$ cat src/rtl/mux1hot_stream.sv
// Round-robin N:1 stream mux with a registered single-entry output stage.
// Define MUX1HOT_STREAM_LOCK_EN to add in_last/out_last packet locking.
module mux1hot_stream #(
    parameter int INPUTS = 2,
    parameter int WIDTH  = 1
) (
    input  logic                    clk,
    input  logic                    rst,
    input  logic [WIDTH*INPUTS-1:0] in,
    input  logic [INPUTS-1:0]       in_valid,
    output logic [INPUTS-1:0]       in_ready,
`ifdef MUX1HOT_STREAM_LOCK_EN
    input  logic [INPUTS-1:0]       in_last,
    output logic                    out_last,
`endif
    output logic [WIDTH-1:0]        out,
    output logic                    out_valid,
    input  logic                    out_ready,
    output logic [INPUTS-1:0]       grant
);

    localparam int PW = (INPUTS > 1) ? $clog2(INPUTS) : 1;

    generate
        if (INPUTS < 2 || WIDTH < 1) begin : g_bad_params
            $error("mux1hot_stream: INPUTS must be >= 2 and WIDTH >= 1");
        end
    endgenerate

    logic [PW-1:0]     ptr_q, ptr_d;
    logic [WIDTH-1:0]  out_q, out_d;
    logic              out_valid_q, out_valid_d;
    logic [INPUTS-1:0] arb_grant;
    logic [PW-1:0]     arb_win, win;
    logic              found;
    logic [PW:0]       idx;
    logic [WIDTH-1:0]  sel;
    logic              load, xfer;
    logic [PW-1:0]     ptr_next;

    // Scan in_valid from the pointer, wrapping modulo INPUTS.
    always_comb begin
        arb_grant = '0;
        arb_win   = '0;
        found     = 1'b0;
        idx       = '0;
        for (int k = 0; k < INPUTS; k++) begin
            idx = {1'b0, ptr_q} + (PW+1)'(k);
            if (idx >= (PW+1)'(INPUTS))
                idx = idx - (PW+1)'(INPUTS);
            if (!found && in_valid[idx[PW-1:0]]) begin
                found   = 1'b1;
                arb_win = idx[PW-1:0];
            end
        end
        if (found)
            arb_grant[arb_win] = 1'b1;
    end

`ifdef MUX1HOT_STREAM_LOCK_EN
    logic          lock_q, lock_d;
    logic [PW-1:0] lock_ch_q, lock_ch_d;
    logic          out_last_q, out_last_d;
    logic          sel_last;

    // A locked packet owns the grant even while its producer is idle.
    always_comb begin
        grant = arb_grant;
        win   = arb_win;
        if (lock_q) begin
            grant            = '0;
            grant[lock_ch_q] = 1'b1;
            win              = lock_ch_q;
        end
    end
`else
    always_comb begin
        grant = arb_grant;
        win   = arb_win;
    end
`endif

    always_comb begin
        sel = '0;
        for (int i = 0; i < INPUTS; i++)
            sel = sel | (in[i*WIDTH +: WIDTH] & {WIDTH{grant[i]}});
    end

    assign load     = ~out_valid_q | out_ready;
    assign in_ready = grant & {INPUTS{load & ~rst}};
    assign xfer     = |(in_valid & in_ready);
    assign ptr_next = (win == PW'(INPUTS-1)) ? '0 : win + 1'b1;

    always_comb begin
        out_d       = xfer ? sel : out_q;
        out_valid_d = xfer | (out_valid_q & ~out_ready);
        ptr_d       = ptr_q;
`ifdef MUX1HOT_STREAM_LOCK_EN
        sel_last   = |(in_last & grant);
        out_last_d = xfer ? sel_last : out_last_q;
        lock_d     = lock_q;
        lock_ch_d  = lock_ch_q;
        if (xfer) begin
            if (sel_last) begin
                lock_d = 1'b0;
                ptr_d  = ptr_next;
            end else begin
                lock_d    = 1'b1;
                lock_ch_d = win;
            end
        end
`else
        if (xfer)
            ptr_d = ptr_next;
`endif
    end

    always_ff @(posedge clk) begin
        if (rst) begin
            out_q       <= '0;
            out_valid_q <= 1'b0;
            ptr_q       <= '0;
`ifdef MUX1HOT_STREAM_LOCK_EN
            out_last_q  <= 1'b0;
            lock_q      <= 1'b0;
            lock_ch_q   <= '0;
`endif
        end else begin
            out_q       <= out_d;
            out_valid_q <= out_valid_d;
            ptr_q       <= ptr_d;
`ifdef MUX1HOT_STREAM_LOCK_EN
            out_last_q  <= out_last_d;
            lock_q      <= lock_d;
            lock_ch_q   <= lock_ch_d;
`endif
        end
    end

    assign out       = out_q;
    assign out_valid = out_valid_q;
`ifdef MUX1HOT_STREAM_LOCK_EN
    assign out_last  = out_last_q;
`endif

endmodule

$ cat config.mk
export PLATFORM = sky130hd
export DESIGN_NAME = mux1hot_stream
export DESIGN_NICKNAME = d
export VERILOG_FILES = /design/src/rtl/mux1hot_stream.sv
export SDC_FILE = /design/constraint.sdc
export NUM_CORES = 1
export LEC_CHECK = 0
export CAP_MARGIN = 20
export CORE_AREA = 2 2 39 41
export DETAILED_ROUTE_END_ITERATION = 7
export DIE_AREA = 0 0 41 43
export PLACE_DENSITY = 0.41
export SYNTH_ARGS = -nofsm -noshare
export SYNTH_HDL_FRONTEND = slang
export SYNTH_SLANG_ARGS = --single-unit
$ cat constraint.sdc
create_clock -name clk -period 1 [get_ports clk]
set_input_delay 0.1 -clock clk [delete_from_list [all_inputs] [get_ports clk]]
set_output_delay 0.1 -clock clk [all_outputs]
set_load 0.01 [all_outputs]
==> results.sh, run 1 <==
export IMPL_synth_warnings=0
export IMPL_dp_final_hpwl_um=442
export IMPL_n_fill_cell=148
export IMPL_regArea_sq_um=62.6
export IMPL_cts_tree="done"
export IMPL_clockRootBuffer="clkbuf_4"
export IMPL_worstPathArrival_ns=1.11
export IMPL_setup_viol_count_final=5
export IMPL_p_int_uw=378
export IMPL_netSwitchingPower_uw=124
export IMPL_antenna_left=0
export IMPL_boundaryPins=13
export IMPL_via_per_inst=3.92
export IMPL_grt_max_degree=5
export IMPL_clockBufferDepth=2
export IMPL_ys_top_cells_by_area="dfxtp_1 (32%), a41oi_2 (8.7%), nand2b_4 (7.4%)"
export IMPL_violations="negative setup slack"
export IMPL_core_sq_um=1380
export IMPL_tightest_slew_ns=0.210
export IMPL_wl_met3_um=69
export IMPL_final_cell_mix="buf_4 (9), dlygate4sd2_1 (4), buf_2 (4)"
export IMPL_port_buffers=12
export IMPL_maxCapViolations=0
export IMPL_diodes=0
export IMPL_crit_fanout=3
export IMPL_yosys_register_bits=3
export IMPL_wl_per_cell_um=9.61
export IMPL_hp_class="input pin to flip-flop"
export IMPL_worstSetupPathType="flip-flop to primary output"
export IMPL_clk_pin_slew_worst_paths_ns=0.03
export IMPL_antenna_found_initial=0
export IMPL_grt_setup_unrepaired="true"
export IMPL_drtPass1Iterations=3
export IMPL_leakage_nw=0.210
export IMPL_vias=243
export IMPL_layout_nets=54
export IMPL_syn_avg_cell_area_sq_um=9.32
export IMPL_cts_sinks=3
export IMPL_yosys_area_top_type="dfxtp_1"
export IMPL_grt_usage_pct=7.92
export IMPL_mappedNetlistArea_sq_um=186
export IMPL_start_kind="flip-flop"
export IMPL_placed_cell_area_sq_um=394
export IMPL_fin_crit_sh_pct=121
export IMPL_fin_total_pwr_uw=502
export IMPL_syn_nets=27
export IMPL_worst_setup_path_end_kind="primary output"
export IMPL_finalCriticalPeriod_ns=1.21
export IMPL_finalWorstSetupSlack_ns=-0.206
export IMPL_row_count=14
export IMPL_place_congestion=0.604
export IMPL_yosys_area_top_type_share_pct=32.2
export IMPL_multi_input_area_sq_um=130
export IMPL_grt_pass1_wl_um=917
export IMPL_ys_types=15
export IMPL_fmax_mhz=829
export IMPL_hold_violations=0
export IMPL_die_x_um=41
export IMPL_drive_above_1_share_pct=58.7
export IMPL_final_common_cell="buf_4"
export IMPL_htreeDepth=1
export IMPL_dieArea_sq_um=1760
export IMPL_power_frac_comb_pct=31.2
export IMPL_worstPathRequired_ns=0.90
export IMPL_drcViolationCount=0
export IMPL_p_seq_share_pct=27.5
export IMPL_drv_slew=0
export IMPL_p_sw_share_pct=24.7
export IMPL_power_density_nw_per_um2=1190
export IMPL_ys_seq_area_share_pct=32.2
export IMPL_wirelength_um=596
export IMPL_grt_pass1_vias=228
export IMPL_clk_latency_ns=0.23
export IMPL_max_slew_margin_rel_pct=85.9
export IMPL_syn_instance_count=20
export IMPL_clock_skew_ns=0.00379
export IMPL_overflow=0
export IMPL_holdBufCountCts=0
export IMPL_wl_met1_um=293
export IMPL_die_y_um=43
export IMPL_dr_first_iter_drc_count=3
export IMPL_status="finished with violations"
export IMPL_highest_layer="met3"
export IMPL_irDropWorstVdd_mv=0.535
export IMPL_start_util_pct=13.5
export IMPL_final_cell_area_sq_um=422
export IMPL_area_growth_pct=126
export IMPL_route_met2_wl_um=232
export IMPL_clkPwrFrac_pct=41.4
export IMPL_cts_buffers=3
## per-layer routing
metal | track usage, % | up-vias
met3 | 4.71 | 0
li1 | - | 125
met1 | 10.5 | 103
met5 | 0 | -
met2 | 9.69 | 15
met4 | 4.00 | 0
## power groups by stage
stage	Combinational (mW)	Sequential (mW)	Clock, mW
after CTS	0.161	0.137	0.222
after global routing	0.171	0.140	0.242
after detailed placement	0.157	0.138	0
after global placement	0.157	0.137	0
final	0.157	0.138	0.208
after floorplan	0.0479	0.143	0
## per-stage QoR
stage / hold WS [ns] / worst slack (ns) / utilization, % / TNS [ns] / std cells
after floorplan: 0.169 / 0.0124 / - / 0 / 20
after global routing: 0.362 / -0.251 / 30.5 / -0.928 / 62
final: 0.326 / -0.206 / 30.5 / -0.601 / 62
after global placement: 0.552 / -0.598 / 28.5 / -2.79 / 57
after detailed placement: 0.567 / -0.628 / 28.5 / -2.90 / 57
after CTS: 0.332 / -0.219 / 30.8 / -0.677 / 62
## worst max-delay path, cell delays in order (launching register included)
cell and delay (ns):
dfxtp_2 0.32, nand2b_4 0.13, and2_4 0.15, nor3b_2 0.14, buf_2 0.14
## cells in the mapped netlist, drive strengths merged
master  count
o311a       1
a41oi       1
and2b       1
dfxtp       3
inv         2
a311oi      1
nor3        1
o21bai      1
nand2       2
a21oi       2
nor3b       1
nor2        1
and2        1
nand2b      2
## cells by family after synthesis
logic type / after synthesis / share of synthesized area (%)
buf+inv: 2 / 4.03
simple gates: 9 / 33.6
flops: 3 / 32.2
compound gates: 6 / 30.2
## sequential cells by signal, indices dropped and copies added (netlist names)
register	flops
out_valid	1
ptr_q	1
out	1
## cell type report
cell class | instances | area share [%]
sequential | 3 | 14.8
timing repair buffer | 22 | 41.5
clock buffer | 4 | 6.23
multi-input combinational | 15 | 30.9
inverter | 2 | 1.78
tap | 16 | 4.75
## worst paths after layout
path | from | depth (start not counted) | slack, ns | to
worst max-delay path | ptr_q | 4 | -0.21 | in_ready[1]
worst max register to register | ptr_q | 5 | -0.04 | out
worst min-delay path | out_ready | 3 | 0.33 | out_valid
worst min register to register | ptr_q | 2 | 0.54 | ptr_q
## what timing repair did
item,4_1_cts,5_1_grt
endpoints found under the setup margin,7,6
resized for setup,29,2
buffers inserted,1,0
pin swaps,2,1
Power figures use the tool's default switching activity.
==> run 2, diff against run 1 <==
==> config.mk (replaced) <==
export PLATFORM = sky130hd
export DESIGN_NAME = mux1hot_stream
export DESIGN_NICKNAME = d
export VERILOG_FILES = /design/src/rtl/mux1hot_stream.sv
export SDC_FILE = /design/constraint.sdc
export NUM_CORES = 1
export LEC_CHECK = 0
export ABC_AREA = 1
export CAP_MARGIN = 20
export CORE_AREA = 3 3 40 42
export DETAILED_ROUTE_END_ITERATION = 7
export DIE_AREA = 0 0 43 45
export PLACE_DENSITY = 0.52
export SYNTH_ARGS = -nofsm -noshare
export SYNTH_HDL_FRONTEND = slang
export SYNTH_SLANG_ARGS = --single-unit
==> results.sh, run 2 <==
export IMPL_crit_start="ptr_q"
export IMPL_worstPathRequired_ns=0.90
export IMPL_status="finished with violations"
export IMPL_grt_max_degree=5
export IMPL_synth_most_common_cell="nand2_1"
export IMPL_syn_nets=37
export IMPL_syn_instance_count=30
export IMPL_clk_latency_ns=0.24
export IMPL_die_x_um=43
export IMPL_synth_edff_count=0
export IMPL_start_util_pct=15.0
export IMPL_worst_setup_path_end_kind="primary output"
export IMPL_drcViolationCount=0
export IMPL_synth_async_sr_flop_share_pct=0
export IMPL_overflow=0
export IMPL_power_density_nw_per_um2=1120
export IMPL_dp_final_hpwl_um=464
export IMPL_layout_nets=63
export IMPL_diodes=0
export IMPL_worstSetupPathType="flip-flop to primary output"
export IMPL_wirelength_um=668
export IMPL_fin_crit_sh_pct=108
export IMPL_cts_buffers=3
export IMPL_hp_start="out_ready"
export IMPL_multi_input_area_sq_um=140
export IMPL_maxCapViolations=0
export IMPL_whs_ns=0.366
export IMPL_cts_sinks=3
export IMPL_start_kind="flip-flop"
export IMPL_worstPathArrival_ns=0.98
export IMPL_crit_buf_inv=2
export IMPL_finalWorstSetupSlack_ns=-0.0780
export IMPL_max_slew_margin_rel_pct=86.1
export IMPL_boundaryPins=13
export IMPL_irDropWorstVdd_mv=0.524
export IMPL_ys_top_cells_by_area="dfxtp_1 (31%), nand2_1 (18%), inv_1 (14%)"
export IMPL_drtPass1Iterations=3
export IMPL_fmax_mhz=928
export IMPL_dr_first_iter_drc_count=1
export IMPL_clock_skew_ns=0.000303
export IMPL_htreeDepth=1
export IMPL_cp_top_family="flip-flops"
export IMPL_finalCriticalPeriod_ns=1.08
export IMPL_grt_usage_pct=7.49
export IMPL_tightest_slew_ns=0.208
export IMPL_r2r_start="out_valid"
export IMPL_grt_pass1_vias=251
export IMPL_final_cell_mix="buf_4 (6), inv_2 (5), nand2_1 (5)"
export IMPL_ys_seq_area_share_pct=31.2
export IMPL_fin_total_pwr_uw=519
export IMPL_mappedNetlistArea_sq_um=193
export IMPL_core_sq_um=1280
export IMPL_drv_slew=0
export IMPL_port_buffers=12
export IMPL_tns_ns=-0.224
export IMPL_yosys_register_bits=3
export IMPL_hold_violations=0
export IMPL_grt_pass1_wl_um=938
export IMPL_antenna_left=0
export IMPL_ys_types=11
export IMPL_hp_class="input pin to flip-flop"
export IMPL_clockBufferDepth=2
export IMPL_clk_pin_slew_worst_paths_ns=0.04
export IMPL_row_count=13
export IMPL_antenna_found_initial=0
export IMPL_cp_slowest_cell="dfxtp_4"
export IMPL_grt_setup_unrepaired="true"
export IMPL_dieArea_sq_um=1940
export IMPL_synth_top_flop_cell="dfxtp_1"
export IMPL_setup_viol_count_final=4
export IMPL_yosys_area_top_type_share_pct=31.2
export IMPL_violations="negative setup slack"
export IMPL_crit_path_max_incr_delay_ns=0.35
export IMPL_drive_above_1_share_pct=61.8
export IMPL_syn_avg_cell_area_sq_um=6.42
export IMPL_vias=260
export IMPL_final_common_cell="buf_4"
export IMPL_area_growth_pct=140
export IMPL_yosys_area_top_type="dfxtp_1"
export IMPL_regArea_sq_um=65.1
export IMPL_cts_tree="done"
export IMPL_worstPathCellList="a21oi_4 -> nand3_2 -> inv_2 -> buf_6"
export IMPL_synth_common_cells="nand2_1 (9), inv_1 (7), dfxtp_1 (3), nand3_1 (3), nor2_1 (2)"
export IMPL_leakage_nw=0.250
export IMPL_crit_fanout=3
export IMPL_die_y_um=45
export IMPL_clockRootBuffer="clkbuf_4"
export IMPL_synth_warnings=0
export IMPL_place_congestion=0.676
export IMPL_wl_per_cell_um=9.54
export IMPL_n_fill_cell=157
export IMPL_via_per_inst=3.71
run 2: area by class of cell:
type	instances	share of cell area (%)
flip-flops and latches	3	14.1
well taps	15	4.05
multi-input cells	19	30.3
repair buffers	21	39.5
clock buffers	4	5.68
inverters	8	6.49
run 2: cell families after synthesis:
logic type	after synthesis	share of synthesized area, %
AND/OR/NAND/NOR	16	37.7
flip-flops	3	31.2
buffers and inverters	8	15.6
AO/OA/AOI/OAI	3	15.6
run 2: final timing paths:
kind / depth (start not counted) / slack (ns) / endpoint
worst min register to register: 2 / 0.51 / ptr_q
worst max-delay path: 4 / -0.08 / in_ready[0]
worst max register to register: 7 / 0.06 / out
worst min-delay path: 6 / 0.37 / out_valid
run 2: per-stage QoR:
stage | util [%] | std cells | worst slack, ns | area (sq um)
global route | 36.0 | 70 | -0.132 | 463
CTS | 30.9 | 69 | -0.107 | 397
finish | 36.0 | 70 | -0.0780 | 463
global placement | 30.5 | 65 | -0.573 | 392
floorplan | - | 30 | 0.153 | 193
detailed placement | 30.5 | 65 | -0.600 | 392
run 2: what timing repair did:
item,in CTS,in global routing
setup endpoints to repair,8,6
resized for setup,22,20
setup buffers,0,2
hold buffers,0,0
pin swaps,1,8
run 2: metal layers:
| layer | vias to the layer above | wire length [um] | global-route usage [%] |
|---|---|---|---|
| li1 | 139 | - | - |
| met1 | 107 | 253 | 6.51 |
| met2 | 11 | 339 | 10.8 |
| met3 | 3 | 66 | 7.17 |
| met4 | 0 | 8 | 5.42 |
| met5 | - | 0 | 0 |
run 2: power by group:
group	internal, mW	switching [mW]	leakage [nW]	total [mW]
registers	0.131	0.00837	0.0258	0.139
clock network	0.150	0.0684	0.0150	0.218
logic	0.0877	0.0740	0.209	0.162
total	0.368	0.151	0.250	0.519
run 2: tightest hold or removal path, delay by kind of cell:
family / cells / cell delay, ns
AO/OA/AOI/OAI: 1 / 0.05
buffers and inverters: 4 / 0.33
AND/OR/NAND/NOR: 1 / 0.09
==> run 3, diff against run 2 <==
--- a/config.mk
+++ b/config.mk
@@ -7,9 +7,9 @@
 export LEC_CHECK = 0
 export ABC_AREA = 1
 export CAP_MARGIN = 20
-export CORE_AREA = 3 3 40 42
+export CORE_AREA = 2 2 39 41
 export DETAILED_ROUTE_END_ITERATION = 7
-export DIE_AREA = 0 0 43 45
+export DIE_AREA = 0 0 41 43
 export PLACE_DENSITY = 0.52
 export SYNTH_ARGS = -nofsm -noshare
 export SYNTH_HDL_FRONTEND = slang
==> results.sh, run 3 (synthesis results as in run 2) <==
export IMPL_fin_total_pwr_uw=493
export IMPL_whs_ns=0.204
export IMPL_grt_pass1_wl_um=890
export IMPL_hp_start="out_ready"
export IMPL_rrSetupSlack_ns=0.08
export IMPL_overflow=0
export IMPL_n_fill_cell=169
export IMPL_busiest_layer="met2"
export IMPL_start_util_pct=13.9
export IMPL_grt_usage_pct=7.82
export IMPL_fin_crit_sh_pct=106
export IMPL_dr_first_iter_drc_count=1
export IMPL_wirelength_um=501
export IMPL_irDropWorstVdd_mv=0.333
export IMPL_core_sq_um=1380
export IMPL_clk_pin_slew_worst_paths_ns=0.04
export IMPL_antenna_left=0
export IMPL_power_density_nw_per_um2=1150
export IMPL_r2r_cells=7
export IMPL_clockRootBuffer="clkbuf_4"
export IMPL_clock_skew_ns=0.00145
export IMPL_crit_start="ptr_q"
export IMPL_dp_final_hpwl_um=447
export IMPL_leakage_nw=0.229
export IMPL_drive_above_1_share_pct=54.7
export IMPL_hp_class="input pin to flip-flop"
export IMPL_violations="negative setup slack"
export IMPL_use_met3_pct=4.71
export IMPL_drtPass1Iterations=2
export IMPL_cts_tree="done"
export IMPL_final_cell_mix="buf_4 (6), nand2_1 (5)"
export IMPL_clk_latency_ns=0.23
export IMPL_grt_max_degree=5
export IMPL_via_per_inst=3.64
export IMPL_area_growth_pct=122
export IMPL_cts_buffers=3
export IMPL_diodes=0
export IMPL_die_y_um=43
export IMPL_holdBufCountCts=0
export IMPL_setup_viol_count_final=3
export IMPL_regArea_sq_um=65.1
export IMPL_maxCapViolations=0
export IMPL_worstSetupPathType="flip-flop to primary output"
export IMPL_stdcell_count=69
export IMPL_worstReg2RegEnd="out"
export IMPL_final_common_cell="buf_4"
export IMPL_multi_input_area_sq_um=120
export IMPL_dieArea_sq_um=1760
export IMPL_worst_setup_path_end_kind="primary output"
export IMPL_vias=251
export IMPL_die_x_um=41
export IMPL_drv_slew=0
export IMPL_finalWorstSetupSlack_ns=-0.0611
export IMPL_final_util_pct=30.9
export IMPL_use_met1_pct=8.01
export IMPL_grt_pass1_vias=254
export IMPL_tns_ns=-0.138
export IMPL_crit_fanout=3
export IMPL_status="finished with violations"
export IMPL_cts_sinks=3
export IMPL_clockBufferDepth=2
export IMPL_fmax_mhz=942
export IMPL_start_kind="flip-flop"
export IMPL_row_count=14
export IMPL_boundaryPins=13
export IMPL_max_slew_margin_rel_pct=84.4
export IMPL_wl_per_cell_um=7.26
export IMPL_place_congestion=0.659
export IMPL_antenna_found_initial=0
export IMPL_worstPathArrival_ns=0.96
export IMPL_min_to="out_valid"
export IMPL_layout_nets=61
export IMPL_worstPathRequired_ns=0.90
export IMPL_finalCriticalPeriod_ns=1.06
export IMPL_port_buffers=12
export IMPL_met2_usage_pct=10.9
export IMPL_r2r_start="out_valid"
export IMPL_tightest_slew_ns=0.235
export IMPL_drcViolationCount=0
export IMPL_hold_path_depth=4
export IMPL_grt_setup_unrepaired="true"
export IMPL_htreeDepth=1
export IMPL_hold_violations=0
export IMPL_dpl_cell_count=63
## run 3: changes by cell type in the layout (fill, tap and decap cells not counted), sizes merged
cell / previous run / this run
buf: 13 / 11
## run 3: power breakdown
group / internal [mW] / leakage [nW] / total (mW) / switching (mW)
clock: 0.149 / 0.0150 / 0.212 / 0.0623
combinational: 0.0790 / 0.188 / 0.143 / 0.0639
sequential: 0.131 / 0.0258 / 0.138 / 0.00731
total: 0.359 / 0.229 / 0.493 / 0.134
## run 3: what timing repair did
action | in CTS | in global routing
endpoints found under the setup margin | 7 | 6
buffers inserted | 1 | 1
resized for setup | 25 | 11
pin swaps | 2 | 4
## run 3: how the worst max path moves through the flow
stage / cells past startpoint / end
global placement: 5 / in_ready[0]
global route: 5 / in_ready[1]
CTS: 4 / in_ready[0]
detailed placement: 5 / in_ready[0]
finish: 4 / in_ready[0]
floorplan: 6 / out
## run 3: layer usage
layer	wire, um	up-vias
met1	199	107
met4	9	0
met3	38	2
met5	0	-
li1	-	135
met2	253	7
## run 3: critical path: stages, from the launching register on
cell and delay [ns]:
dfxtp_4 0.35, a21oi_4 0.14, nand3_2 0.09, inv_2 0.06, buf_6 0.09
## run 3: stage by stage
stage | area [sq um] | worst slack [ns]
after floorplan | 193 | 0.153
after global routing | 428 | -0.122
final | 428 | -0.0611
after global placement | 370 | -0.593
after detailed placement | 370 | -0.593
after CTS | 395 | -0.113
## run 3: cell type report
cell class | count | area share [%]
timing repair buffer | 19 | 38.9
tap | 16 | 4.68
multi-input combinational | 19 | 28.1
sequential | 3 | 15.2
clock buffer | 4 | 6.14
inverter | 8 | 7.02
